==> config.mk <==
export PLATFORM = sky130hd
export DESIGN_NAME = spi_xfer_ctrl
export DESIGN_NICKNAME = d
export VERILOG_FILES = /design/src/rtl/spi_ctrl_pkg.sv /design/src/rtl/spi_clk_div.sv /design/src/rtl/spi_xfer_ctrl.sv
export SDC_FILE = /design/constraint.sdc
export NUM_CORES = 1
export LEC_CHECK = 0
export ABC_CLOCK_PERIOD_IN_PS = 4070
export BUFFER_PORTS_ARGS = -buffer_cell sky130_fd_sc_hd__buf_2
export CAP_MARGIN = 5
export CORE_AREA = 2 2 101 103
export CTS_CLUSTER_DIAMETER = 100
export DETAILED_ROUTE_END_ITERATION = 10
export DIE_AREA = 0 0 103 105
export PLACE_DENSITY_LB_ADDON = 0.3
export SYNTH_ARGS = -nofsm -noshare
export SYNTH_HDL_FRONTEND = slang
export SYNTH_HIERARCHICAL = 1
export SYNTH_SLANG_ARGS = --single-unit
==> constraint.sdc <==
create_clock -name clk -period 4.07 [get_ports clk]
set_clock_uncertainty 0.2 [all_clocks]
set_input_delay 0.6105 -clock clk [delete_from_list [all_inputs] [get_ports clk]]
set_output_delay 0.6105 -clock clk [all_outputs]
set_load 0.01 [all_outputs]
==> src/rtl/spi_ctrl_pkg.sv <==
`default_nettype none
// ----------------------------------------------------------------------------
//  Module   : spi_ctrl_pkg
//  Purpose  : Shared state encoding and sizing constants for the SPI transfer
//             controller and its clock divider.
//  Revision : 1.0
// ----------------------------------------------------------------------------
package spi_ctrl_pkg;

  typedef enum logic [2:0] {
    ST_IDLE  = 3'd0,
    ST_SETUP = 3'd1,
    ST_HIGH  = 3'd2,
    ST_LOW   = 3'd3,
    ST_HOLD  = 3'd4,
    ST_DONE  = 3'd5
  } state_e;

  localparam int BITS_BYTE       = 8;
  localparam int BITS_WORD       = 32;
  localparam int CLK_DIV_DEFAULT = 4;

endpackage : spi_ctrl_pkg
`default_nettype wire

==> src/rtl/spi_clk_div.sv <==
`default_nettype none
// ----------------------------------------------------------------------------
//  Module   : spi_clk_div
//  Purpose  : Half-period counter; tick_o pulses on the last cycle of every
//             CLK_DIV-cycle window and the count restarts after each tick.
//  Revision : 1.0
// ----------------------------------------------------------------------------
module spi_clk_div
  import spi_ctrl_pkg::*;
#(
  parameter int CLK_DIV = CLK_DIV_DEFAULT
) (
  input  logic clk,
  input  logic reset_n,
  input  logic en_i,
  output logic tick_o
);

  localparam logic [7:0] LAST_CNT = 8'(CLK_DIV - 1);

  logic [7:0] cnt_q;
  logic [7:0] cnt_d;

  assign tick_o = en_i && (cnt_q == LAST_CNT);

  // Every FSM state change happens on a tick, so clearing here restarts the
  // window on each state entry.
  always_comb begin
    cnt_d = cnt_q + 8'd1;
    if (!en_i || tick_o) begin
      cnt_d = '0;
    end
  end

  always_ff @(posedge clk or negedge reset_n) begin
    if (!reset_n) begin
      cnt_q <= '0;
    end else begin
      cnt_q <= cnt_d;
    end
  end

endmodule : spi_clk_div
`default_nettype wire

==> src/rtl/spi_xfer_ctrl.sv <==
`default_nettype none
// ----------------------------------------------------------------------------
//  Module   : spi_xfer_ctrl
//  Purpose  : SPI mode-0 master moving one 8- or 32-bit word per start, MSB
//             first, with registered outputs and a one-cycle done pulse.
//  Revision : 1.0
// ----------------------------------------------------------------------------
module spi_xfer_ctrl
  import spi_ctrl_pkg::*;
#(
  parameter int CLK_DIV = CLK_DIV_DEFAULT
) (
  input  logic        clk,
  input  logic        reset_n,
  input  logic        start,
  input  logic        width_sel,
  input  logic [31:0] tx_data,
  output logic [31:0] rx_data,
  output logic        busy,
  output logic        done,
  output logic        spi_sck,
  output logic        spi_cs_n,
  output logic        spi_mosi,
  input  logic        spi_miso
);

  state_e      state_q;
  logic [31:0] tx_sh_q;
  logic [31:0] rx_sh_q;
  logic [31:0] rx_q;
  logic [5:0]  bit_cnt_q;
  logic        byte_mode_q;
  logic        busy_q;
  logic        done_q;
  logic        sck_q;
  logic        cs_n_q;
  logic        mosi_q;

  logic        tick;
  logic        div_en;
  logic [5:0]  bit_cnt_inc;
  logic [5:0]  xfer_bits;

  assign div_en      = (state_q == ST_SETUP) || (state_q == ST_HIGH) ||
                       (state_q == ST_LOW)   || (state_q == ST_HOLD);
  assign bit_cnt_inc = bit_cnt_q + 6'd1;
  assign xfer_bits   = byte_mode_q ? 6'(BITS_BYTE) : 6'(BITS_WORD);

  spi_clk_div #(
    .CLK_DIV (CLK_DIV)
  ) u_clk_div (
    .clk     (clk),
    .reset_n (reset_n),
    .en_i    (div_en),
    .tick_o  (tick)
  );

  always_ff @(posedge clk or negedge reset_n) begin
    if (!reset_n) begin
      state_q     <= ST_IDLE;
      tx_sh_q     <= '0;
      rx_sh_q     <= '0;
      rx_q        <= '0;
      bit_cnt_q   <= '0;
      byte_mode_q <= 1'b0;
      busy_q      <= 1'b0;
      done_q      <= 1'b0;
      sck_q       <= 1'b0;
      cs_n_q      <= 1'b1;
      mosi_q      <= 1'b0;
    end else begin
      case (state_q)
        ST_IDLE: begin
          if (start) begin
            // Byte mode is left-aligned so the shifter always emits bit 31.
            byte_mode_q <= width_sel;
            tx_sh_q     <= width_sel ? {tx_data[7:0], 24'h0} : tx_data;
            mosi_q      <= width_sel ? tx_data[7] : tx_data[31];
            rx_sh_q     <= '0;
            bit_cnt_q   <= '0;
            cs_n_q      <= 1'b0;
            busy_q      <= 1'b1;
            state_q     <= ST_SETUP;
          end
        end
        ST_SETUP: begin
          if (tick) begin
            sck_q   <= 1'b1;
            state_q <= ST_HIGH;
          end
        end
        ST_HIGH: begin
          if (tick) begin
            rx_sh_q   <= {rx_sh_q[30:0], spi_miso};
            bit_cnt_q <= bit_cnt_inc;
            sck_q     <= 1'b0;
            if (bit_cnt_inc == xfer_bits) begin
              state_q <= ST_HOLD;
            end else begin
              tx_sh_q <= {tx_sh_q[30:0], 1'b0};
              mosi_q  <= tx_sh_q[30];
              state_q <= ST_LOW;
            end
          end
        end
        ST_LOW: begin
          if (tick) begin
            sck_q   <= 1'b1;
            state_q <= ST_HIGH;
          end
        end
        ST_HOLD: begin
          if (tick) begin
            cs_n_q  <= 1'b1;
            done_q  <= 1'b1;
            mosi_q  <= 1'b0;
            rx_q    <= byte_mode_q ? {24'h0, rx_sh_q[7:0]} : rx_sh_q;
            state_q <= ST_DONE;
          end
        end
        ST_DONE: begin
          done_q    <= 1'b0;
          busy_q    <= 1'b0;
          bit_cnt_q <= '0;
          state_q   <= ST_IDLE;
        end
        default: begin
          state_q <= ST_IDLE;
        end
      endcase
    end
  end

  assign rx_data  = rx_q;
  assign busy     = busy_q;
  assign done     = done_q;
  assign spi_sck  = sck_q;
  assign spi_cs_n = cs_n_q;
  assign spi_mosi = mosi_q;

endmodule : spi_xfer_ctrl
`default_nettype wire

==> results by group, run 1 <==
Floorplanning
  – I/O pin total: 74
  – Die area: 10800 um2
  – Die X: 103 um
  – FP Rows: 36
  – Die Ht: 105 um
  – Starting Density: 56.4%
  – Core area: 9640 um2

Clocking
  – Clk sinks: 118
  – Hold buffer count at CTS: 0
  – H-tree depth: 4
  – TritonCTS clock tree: yes
  – Max Root-Sink Buffers: 2
  – Post-CTS Setup Inserts: 0
  – TritonCTS Buffers: 17
  – Clock Tree Root: clkbuf_8
  – PostCTS Resize Cnt: 0
  – CTS clk-pin slew, worst paths: 0.06 ns
  – Worst-skew pair later-pin latency: 0.52 ns

Routing
  – Routed WL per cell: 15.7 um
  – DR iter-0 viols: 190
  – First drt pass iteration count: 4
  – Routed vias/inst: 5.50
  – WL final: 11.1 mm
  – Post-detailed-route count of antenna-violating nets: 0
  – Via count: 3899
  – # DRC: 0

Power
  – Leakage Power: 2.98 nW
  – Maximum VDD drop: 0.293 mV
  – Pwr per Cell Area: 421 nW/um2
  – Final Power: 2.72 mW

Timing
  – F_max: 0.275 GHz
  – Fin crit share: 89.3%
  – RSZ-0062 raised after global routing: false
  – Setup Viol. Count Final: 0
  – Final Max Tran Viols: 0
  – Min cycle time layout: 3.63 ns
  – Measured slew at the worst slew-check pin: 0.880 ns
  – Relative slew margins: 41.3%
  – Final Hold Viols: 0
  – Setup TNS: 0 ns

Worst setup path
  – Max FO, Critical Path: 13
  – Critical path's slowest cell: or4bb_1
  – Critical Path AT: 3.87 ns
  – Crit Path Class: register to register
  – CP bufs+invs: 2
  – Cell family with most CP delay: simple AND/OR/NAND/NOR gates
  – Worst setup SP type: register
  – Critical path, cell by cell: nor2_1 > xnor2_1 > inv_1 > nor4b_1 > or4bb_1 > o21ai_4 > buf_4 > mux2i_1
  – Crit path required time: 4.30 ns
  – Critical path capture point type: register
  – Max incr delay on CP: 0.73 ns

Layout
  – Post-synthesis to final-layout area growth: 18.7%
  – N_diodes: 0
  – Total Nets Final: 604
  – Share of cells above drive strength 1: 24.0%
  – Final Core Density: 66.9%
  – Fin cells: 709
  – Final instance area: 6450 um2

Synthesis
  – Yosys top cell by area: dfrtp_1
  – Count of cell types in the netlist: 50
  – Top FF cell, synth: dfrtp_1
  – Yosys Warn Count: 6
  – Register area share after synthesis: 54.4%
  – Syn_nets: 539
  – Avg Synthesized Cell Area: 10.9 um2
  – Synth area leaders: dfrtp_1 (54%), mux2i_1 (5.7%), a22o_1 (5.5%), o21ai_0 (3.9%), nor3b_1 (3.5%)
  – Top-area cell type share of the netlist area: 53.9%
  – EDFF count, synth: 0
  – Synth Instances: 499
  – Post-Syn Area: 5440 um2
  – #FFs+latches synth: 118
  – Post-synthesis async set-or-reset flop share: 100%

Worst hold path
  – Hold Crit Class: input port to async pin

Placed design
  – Placed cells: 678
  – I/O Buffers: 73
  – GPL Wtd Cong: 0.802
  – DP Area: 5880 um2
  – Detailed Place HPWL: 7.01 mm

Status
  – Status: finished, final reports clean

GRT
  – First-pass GRT wire length: 18.8 mm
  – Vias in the first global route: 3912
  – GRT Util Overall: 22.4%
  – GRT overflow: 0
  – Largest net degree at the start of global routing: 72
  – Initial antenna violation count: 0

Job
  – Max-cap violations: 0
## sequential cells by signal, indices dropped and copies added, names as in the netlist
register	flops
bit_cnt_q	6
busy	1
byte_mode_q	1
done	1
rx_data	32
rx_sh_q	32
spi_cs_n	1
spi_mosi	1
spi_sck	1
state_q	3
tx_sh_q	31
u_clk_div/cnt_q	8
## synth_stat cells (all sizes together), types with 2 or more instances
cell      n
nand3     8
nor2     15
nand2b   25
xor2      4
nor3b    25
o31ai     2
a21oi    34
a21boi    2
buf      16
a22o     34
mux2     16
dfrtp   117
xnor2     3
o21ai    46
nor4b     3
inv      28
o31a      2
nor3      2
ha        3
or3       3
clkbuf   20
mux2i    31
nand2    41
## cell type report
type / instances / area (um2)
repair buffers: 82 / 435
clock inverters: 14 / 153
clock buffers: 17 / 414
fillers: 752 / 3190
inverters: 28 / 105
flip-flops and latches: 118 / 2950
well taps: 133 / 166
multi-input cells: 317 / 2220
## power by group
group / switching, mW / total, mW / internal [mW]
registers: 0.0136 / 1.20 / 1.19
clock network: 0.548 / 1.42 / 0.871
logic: 0.0508 / 0.0942 / 0.0434
## cell families after synthesis
logic type,Yosys count,share of synthesized area (%)
compound gates,126,15.2
xor+xnor,7,1.13
flops,118,54.4
mux,47,9.51
fa+ha+maj,3,0.691
buf+inv,64,5.18
simple gates,134,13.9
## per-layer routing
metal | up-vias | global-route usage (%) | part of all wire (%)
met5 | - | 0 | 0
met2 | 88 | 34.3 | 48
met1 | 1917 | 30.7 | 45
met4 | 0 | 7.61 | 1.7
met3 | 19 | 6.22 | 4.8
li1 | 1875 | - | -
## worst register-to-register path, delay by kind of cell, from the launching register on
family	cells	cell delay, ns
multiplexers	1	0.25
AND/OR/NAND/NOR	3	1.21
buffers and inverters	2	0.42
AO/OA/AOI/OAI	1	0.56
flip-flops	1	0.62
XOR/XNOR	1	0.29
## cell usage in the layout (no fill, tap or decap), types with 4 or more instances in the layout
master      instances
buf_4              10
clkbuf_16          16
a21oi_1            34
nand2_1            41
nor3b_1            24
a22o_1             34
mux2_2              9
inv_1              28
mux2i_1            31
clkinvlp_4          4
xor2_1              4
nand2b_1           25
buf_2              72
nand3_1             7
o21ai_0            42
dfrtp_1           117
mux2_4              7
nor2_1             15
## through the flow
stage | hold slack (ns) | worst slack [ns]
after floorplan | 0.115 | 1.02
after global placement | 0.261 | 0.594
after detailed placement | 0.266 | 0.425
after CTS | 0.0429 | 0.422
after global routing | 0.0856 | 0.195
final | 0.0170 | 0.435
## path summary, 6_finish.rpt
| kind | start | to | slack, ns | cells past startpoint |
|---|---|---|---|---|
| worst max-delay path | state_q[0] | tx_sh_q[8] | 0.44 | 8 |
| worst min-delay path | reset_n | u_clk_div/cnt_q[6] | 0.02 | 1 |
| worst max register to register | state_q[0] | tx_sh_q[8] | 0.44 | 8 |
| worst min register to register | rx_data[25] | rx_data[25] | 0.27 | 2 |
| max in group asynchronous | reset_n | tx_sh_q[23] | 2.79 | 2 |
| min in group clk | spi_miso | rx_sh_q[0] | 0.14 | 2 |
Note: power is estimated with default switching activity, not from simulation.
==> inputs of run 2 (changes only) <==
Settings changed: PLACE_DENSITY_LB_ADDON 0.3 to 0.25.
==> run 2 against run 1 <==
  * Clock-buffer cell count increased by 5
  * Die area stayed put
  * Combinational power shrank 0.4%
  * Hold slack better by 0.0016 ns
  * Critical path type unchanged
  * Global-route usage is 0.85 points lower
  * Wire length shrank 2.9%
  * Sequential share of layout area increased by 0.22 points
  * Critical path depth unchanged
==> results by group, run 2 (synthesis gave the netlist of run 1 again) <==
Routing
  – First drt pass iteration count: 5 (+1)
  – Via count: 3836 (-1.6%)
  – WL final: 10.8 mm (-2.9%)
  – Routed WL per cell: 15.2 um (-2.9%)
  – Post-detailed-route count of antenna-violating nets: 0 (unchanged)
  – # DRC: 0 (unchanged)
  – Routed vias/inst: 5.41 (-1.6%)
  – DR iter-0 viols: 215 (+13%)

Floorplanning
  – I/O pin total: 74 (unchanged)
  – Die area: 10800 um2 (unchanged)
  – Core area: 9640 um2 (unchanged)
  – FP Rows: 36 (unchanged)
  – Starting Density: 56.4% (unchanged)
  – Die Ht: 105 um (unchanged)
  – Die X: 103 um (unchanged)

Worst setup path
  – R2R setup slack: 0.47 ns (+0.04 ns)
  – Crit path required time: 4.30 ns (about the same)
  – Max FO, Critical Path: 14 (+1)
  – Critical path capture point type: register
  – Critical Path AT: 3.83 ns (-0.04 ns)
  – Critical path, cell by cell: nor2_1 > xnor2_1 > inv_1 > nor4b_1 > or4bb_1 > o21ai_4 > buf_4 > mux2i_1
  – R2R Path End: tx_sh_q[11]
  – Crit Path Class: register to register
  – Critical path's slowest cell: or4bb_1
  – Reg2reg start: state_q[0]
  – Worst setup SP type: register
  – R2r worst-path depth: 8 (unchanged)
  – Max incr delay on CP: 0.71 ns (-0.02 ns)

Layout
  – N_diodes: 0 (unchanged)
  – Number of fill cells: 772 (+2.7%)
  – Area occupied by multi-input gates: 2220 um2 (unchanged)
  – Post-synthesis to final-layout area growth: 18.1%
  – Total Nets Final: 605 (+0.17%)
  – Most frequent cells in the layout: dfrtp_1 (117), buf_2 (72), o21ai_0 (42), nand2_1 (41)
  – Final instance area: 6420 um2 (-0.48%)
  – Share of cells above drive strength 1: 23.6% (-0.35 points)
  – Fin cells: 709 (unchanged)
  – Commonest non-fill, non-tap cell in the layout: dfrtp_1
  – Final Core Density: 66.6% (-0.32 points)
  – Area occupied by registers: 2950 um2 (unchanged)

Placed design
  – GPL Wtd Cong: 0.797 (-0.60%)
  – Placed cells: 679 (+0.15%)
  – Setup slack after placement: 0.450 ns (+0.0255 ns)
  – DP Area: 5900 um2 (+0.34%)
  – I/O Buffers: 73 (unchanged)
  – Detailed Place HPWL: 6.74 mm (-3.9%)

Clocking
  – Clock Tree Root: clkbuf_8
  – Max Root-Sink Buffers: 2 (unchanged)
  – H-tree depth: 4 (unchanged)
  – Hold buffer count at CTS: 0 (unchanged)
  – CTS clk-pin slew, worst paths: 0.06 ns (about the same)
  – Post-CTS Setup Inserts: 0 (unchanged)
  – Worst-skew pair later-pin latency: 0.52 ns (about the same)
  – Clk sinks: 118 (unchanged)
  – TritonCTS clock tree: yes
  – PostCTS Resize Cnt: 0 (unchanged)
  – TritonCTS Buffers: 17 (unchanged)

Timing
  – Measured slew at the worst slew-check pin: 0.896 ns (+0.0161 ns)
  – F_max: 0.278 GHz (+1.0%)
  – Hold slack: 0.0186 ns (+0.00160 ns)
  – Final Max Tran Viols: 0 (unchanged)
  – Relative slew margins: 40.3% (-1.1 points)
  – Min setup slack post-route: 0.472 ns (+0.0371 ns)
  – RSZ-0062 raised after global routing: false
  – Setup TNS: 0 ns (unchanged)
  – Setup Viol. Count Final: 0 (unchanged)
  – Fin crit share: 88.4% (-0.91 points)
  – Final Hold Viols: 0 (unchanged)
  – Min cycle time layout: 3.60 ns (-0.0371 ns)

Worst hold path
  – Hold Crit Class: input port to async pin

Power
  – Pwr per Cell Area: 403 nW/um2 (-4.3%)
  – Maximum VDD drop: 0.255 mV (-13%)
  – Leakage Power: 2.97 nW (-0.21%)
  – Final Power: 2.59 mW (-4.7%)

Status
  – Status: finished, final reports clean

Job
  – Max-cap violations: 0 (unchanged)

GRT
  – Largest net degree at the start of global routing: 71 (-1.4%)
  – First-pass GRT wire length: 18.3 mm (-2.9%)
  – Vias in the first global route: 3771 (-3.6%)
  – GRT overflow: 0 (unchanged)
  – Initial antenna violation count: 0 (unchanged)
  – GRT Util Overall: 21.5% (-0.85 points)
==> run 2: worst max path at each step <==
stage          startpoint           to  slack (ns)
6_report       state_q[0]  tx_sh_q[11]        0.47
3_3_place_gp   state_q[0]  tx_sh_q[10]        0.60
4_1_cts        state_q[0]  tx_sh_q[11]        0.45
3_5_place_dp   state_q[0]  tx_sh_q[10]        0.45
2_1_floorplan  state_q[2]  tx_sh_q[24]        1.02
5_1_grt        state_q[0]  tx_sh_q[10]        0.24
==> run 2: power breakdown <==
| group | switching (mW) | internal [mW] | total, mW | leakage, nW |
|---|---|---|---|---|
| sequential | 0.0134 | 1.19 | 1.20 | 1.56 |
| clock | 0.506 | 0.785 | 1.29 | 0.252 |
| combinational | 0.0505 | 0.0434 | 0.0938 | 1.16 |
| total | 0.569 | 2.02 | 2.59 | 2.97 |
==> run 2: critical path: cells and delay by family (launching register included) <==
kind / cells / cell delay, ns
compound gates: 1 / 0.60
simple gates: 3 / 1.22
flops: 1 / 0.61
xor+xnor: 1 / 0.32
buf+inv: 2 / 0.36
mux: 1 / 0.20
==> run 2: cell type report <==
cell class / instances / share of cell area, %
Clock inverter: 8 / 0.819
Tap cell: 133 / 2.59
Clock buffer: 22 / 7.21
Sequential cell: 118 / 46.0
Multi-Input combinational cell: 317 / 34.6
Timing Repair Buffer: 83 / 7.09
Inverter: 28 / 1.64
==> run 2: per-layer routing <==
layer  global-route usage, %  wire [um]  part of all wire, %
met4                    6.58        125                  1.2
met3                    6.09        461                  4.3
met2                    32.8       5190                   48
met5                       0          0                    0
met1                    30.0       5020                   46
==> inputs of run 3 (changes only) <==
Settings changed: GPL_TIMING_DRIVEN set to 0.
==> run 3 against run 2 <==
  * Sequential share of layout area fell by 0.83 points
  * Maximum frequency rose by 5.4%
  * Design area rose by 1.8%
  * Clock power rose by 3%
  * Worst setup slack improved by 0.19 ns
  * Cell count rose by 4.1%
  * Global-route usage rose by 1.9 points
  * Hold slack improved by 0.087 ns
  * Critical endpoint is now tx_sh_q[30]
==> results by group, run 3 (synthesis gave the netlist of run 1 again) <==
Layout
  – Commonest non-fill, non-tap cell in the layout: dfrtp_1
  – Post-synthesis to final-layout area growth: 20.3%
  – N_diodes: 0 (unchanged)
  – Final instance area: 6540 um2 (+1.8%)
  – Most frequent cells in the layout: dfrtp_1 (117), buf_2 (80), o21ai_0 (42), nand2_1 (41)
  – Share of cells above drive strength 1: 23.3% (-0.31 points)
  – Total Nets Final: 632 (+4.5%)
  – Fin cells: 738 (+4.1%)

Routing
  – Routed WL per cell: 16.0 um (+5.1%)
  – WL final: 11.8 mm (+9.3%)
  – # DRC: 0 (unchanged)
  – DR iter-0 viols: 195 (-9.3%)
  – First drt pass iteration count: 6 (+1)
  – Via count: 4056 (+5.7%)
  – Post-detailed-route count of antenna-violating nets: 0 (unchanged)
  – Routed vias/inst: 5.50 (+1.6%)

Clocking
  – Post-CTS Setup Inserts: 0 (unchanged)
  – Hold buffer count at CTS: 1 (+1)
  – Worst-skew pair later-pin latency: 0.53 ns (about the same)
  – Max Root-Sink Buffers: 2 (unchanged)
  – Clock Tree Root: clkbuf_8
  – Clk sinks: 118 (unchanged)
  – TritonCTS clock tree: yes
  – PostCTS Resize Cnt: 0 (unchanged)
  – TritonCTS Buffers: 17 (unchanged)
  – H-tree depth: 4 (unchanged)
  – CTS clk-pin slew, worst paths: 0.06 ns (about the same)

Timing
  – RSZ-0062 raised after global routing: false
  – Min cycle time layout: 3.41 ns (-0.185 ns)
  – F_max: 0.293 GHz (+5.4%)
  – Relative slew margins: 49.4% (+9.1 points)
  – Fin crit share: 83.8% (-4.6 points)
  – Setup TNS: 0 ns (unchanged)
  – Final Max Tran Viols: 0 (unchanged)
  – Measured slew at the worst slew-check pin: 0.758 ns (-0.138 ns)
  – Hold slack: 0.105 ns (+0.0867 ns)
  – Final Hold Viols: 0 (unchanged)
  – Setup Viol. Count Final: 0 (unchanged)

Worst hold path
  – WHS Path Cells: 2
  – Hold Crit Class: input port to register
  – Hold EP: rx_sh_q[0]
  – Hold path start: spi_miso

Worst setup path
  – Crit Path Class: register to register
  – Max incr delay on CP: 0.47 ns (-0.24 ns)
  – Critical Path AT: 3.62 ns (-0.21 ns)
  – Max FO, Critical Path: 10 (-4)
  – R2r worst-path depth: 10 (+2)
  – Cell family with most CP delay: buffers and inverters
  – Critical path, cell by cell: clkbuf_1 > xnor2_1 > inv_1 > nor4b_1 > buf_4 > or4bb_1 > buf_2 > o21ai_2 > buf_6 > mux2_4
  – R2R Path End: tx_sh_q[30]
  – Worst setup SP type: register
  – Reg2reg start: state_q[2]
  – Critical path capture point type: register
  – R2R setup slack: 0.66 ns (+0.19 ns)
  – Critical path's slowest cell: or4bb_1
  – CP bufs+invs: 5 (+3)
  – Crit path required time: 4.28 ns (-0.02 ns)

GRT
  – GRT overflow: 0 (unchanged)
  – GRT Util Overall: 23.5% (+1.9 points)
  – Initial antenna violation count: 0 (unchanged)
  – First-pass GRT wire length: 19.5 mm (+7.0%)
  – Largest net degree at the start of global routing: 70 (-1.4%)
  – Vias in the first global route: 4038 (+7.1%)

Floorplanning
  – Core area: 9640 um2 (unchanged)
  – Starting Density: 56.4% (unchanged)
  – Die X: 103 um (unchanged)
  – Die area: 10800 um2 (unchanged)
  – FP Rows: 36 (unchanged)
  – Die Ht: 105 um (unchanged)
  – I/O pin total: 74 (unchanged)

Placed design
  – I/O Buffers: 72 (-1.4%)
  – Detailed Place HPWL: 7.79 mm (+16%)
  – Placed cells: 705 (+3.8%)
  – GPL Wtd Cong: 0.830 (+4.2%)
  – DP Area: 6000 um2 (+1.5%)

Power
  – Leakage Power: 3.01 nW (+1.3%)
  – Pwr per Cell Area: 403 nW/um2 (about the same)
  – Final Power: 2.63 mW (+1.8%)
  – Maximum VDD drop: 0.306 mV (+20%)

Job
  – Max-cap violations: 0 (unchanged)

Status
  – Status: finished, final reports clean
-- run 3: cell types whose count changed in the layout (fill, tap and decap cells not counted), moves of 3 or more --
| cell | delta |
|---|---|
| clkbuf_1 | +20 |
| buf_2 | +8 |
| buf_4 | -6 |
| buf_6 | +3 |
| clkbuf_8 | -3 |
| clkinvlp_4 | +3 |
-- run 3: worst max-delay path by stage --
stage | cells past startpoint | endpoint | slack [ns] | startpoint
CTS | 10 | tx_sh_q[29] | 0.65 | state_q[2]
floorplan | 10 | tx_sh_q[24] | 1.02 | state_q[2]
global route | 10 | bit_cnt_q[2] | 0.45 | state_q[2]
global placement | 10 | tx_sh_q[26] | 0.71 | state_q[2]
finish | 10 | tx_sh_q[30] | 0.66 | state_q[2]
detailed placement | 10 | tx_sh_q[29] | 0.67 | state_q[2]
-- run 3: where the power goes --
| group | switching [mW] | internal, mW |
|---|---|---|
| logic | 0.0551 | 0.0468 |
| registers | 0.0101 | 1.19 |
| clock network | 0.530 | 0.802 |
| total | 0.595 | 2.04 |
-- run 3: area by class of cell --
type / count / area [um2]
Inverter: 28 / 105
Clock inverter: 13 / 110
Fill cell: 761 / 3100
Multi-Input combinational cell: 317 / 2200
Clock buffer: 19 / 422
Sequential cell: 118 / 2950
Timing Repair Buffer: 74 / 404
Buffer: 36 / 176
Tap cell: 133 / 166
-- run 3: per-stage QoR --
| stage | setup WS (ns) | utilization, % |
|---|---|---|
| 2_1_floorplan | 1.02 | - |
| 3_3_place_gp | 0.712 | 61.9 |
| 3_5_place_dp | 0.669 | 62.2 |
| 4_1_cts | 0.652 | 67.8 |
| 5_1_grt | 0.448 | 67.8 |
| 6_report | 0.658 | 67.8 |
-- run 3: routing by layer --
layer / up-vias / share of wire, % / global-route usage [%]
met5: - / 0 / 0
met4: 0 / 1.8 / 9.40
met3: 21 / 5.1 / 7.29
met1: 2010 / 43 / 30.4
met2: 95 / 50 / 36.6
li1: 1930 / - / -
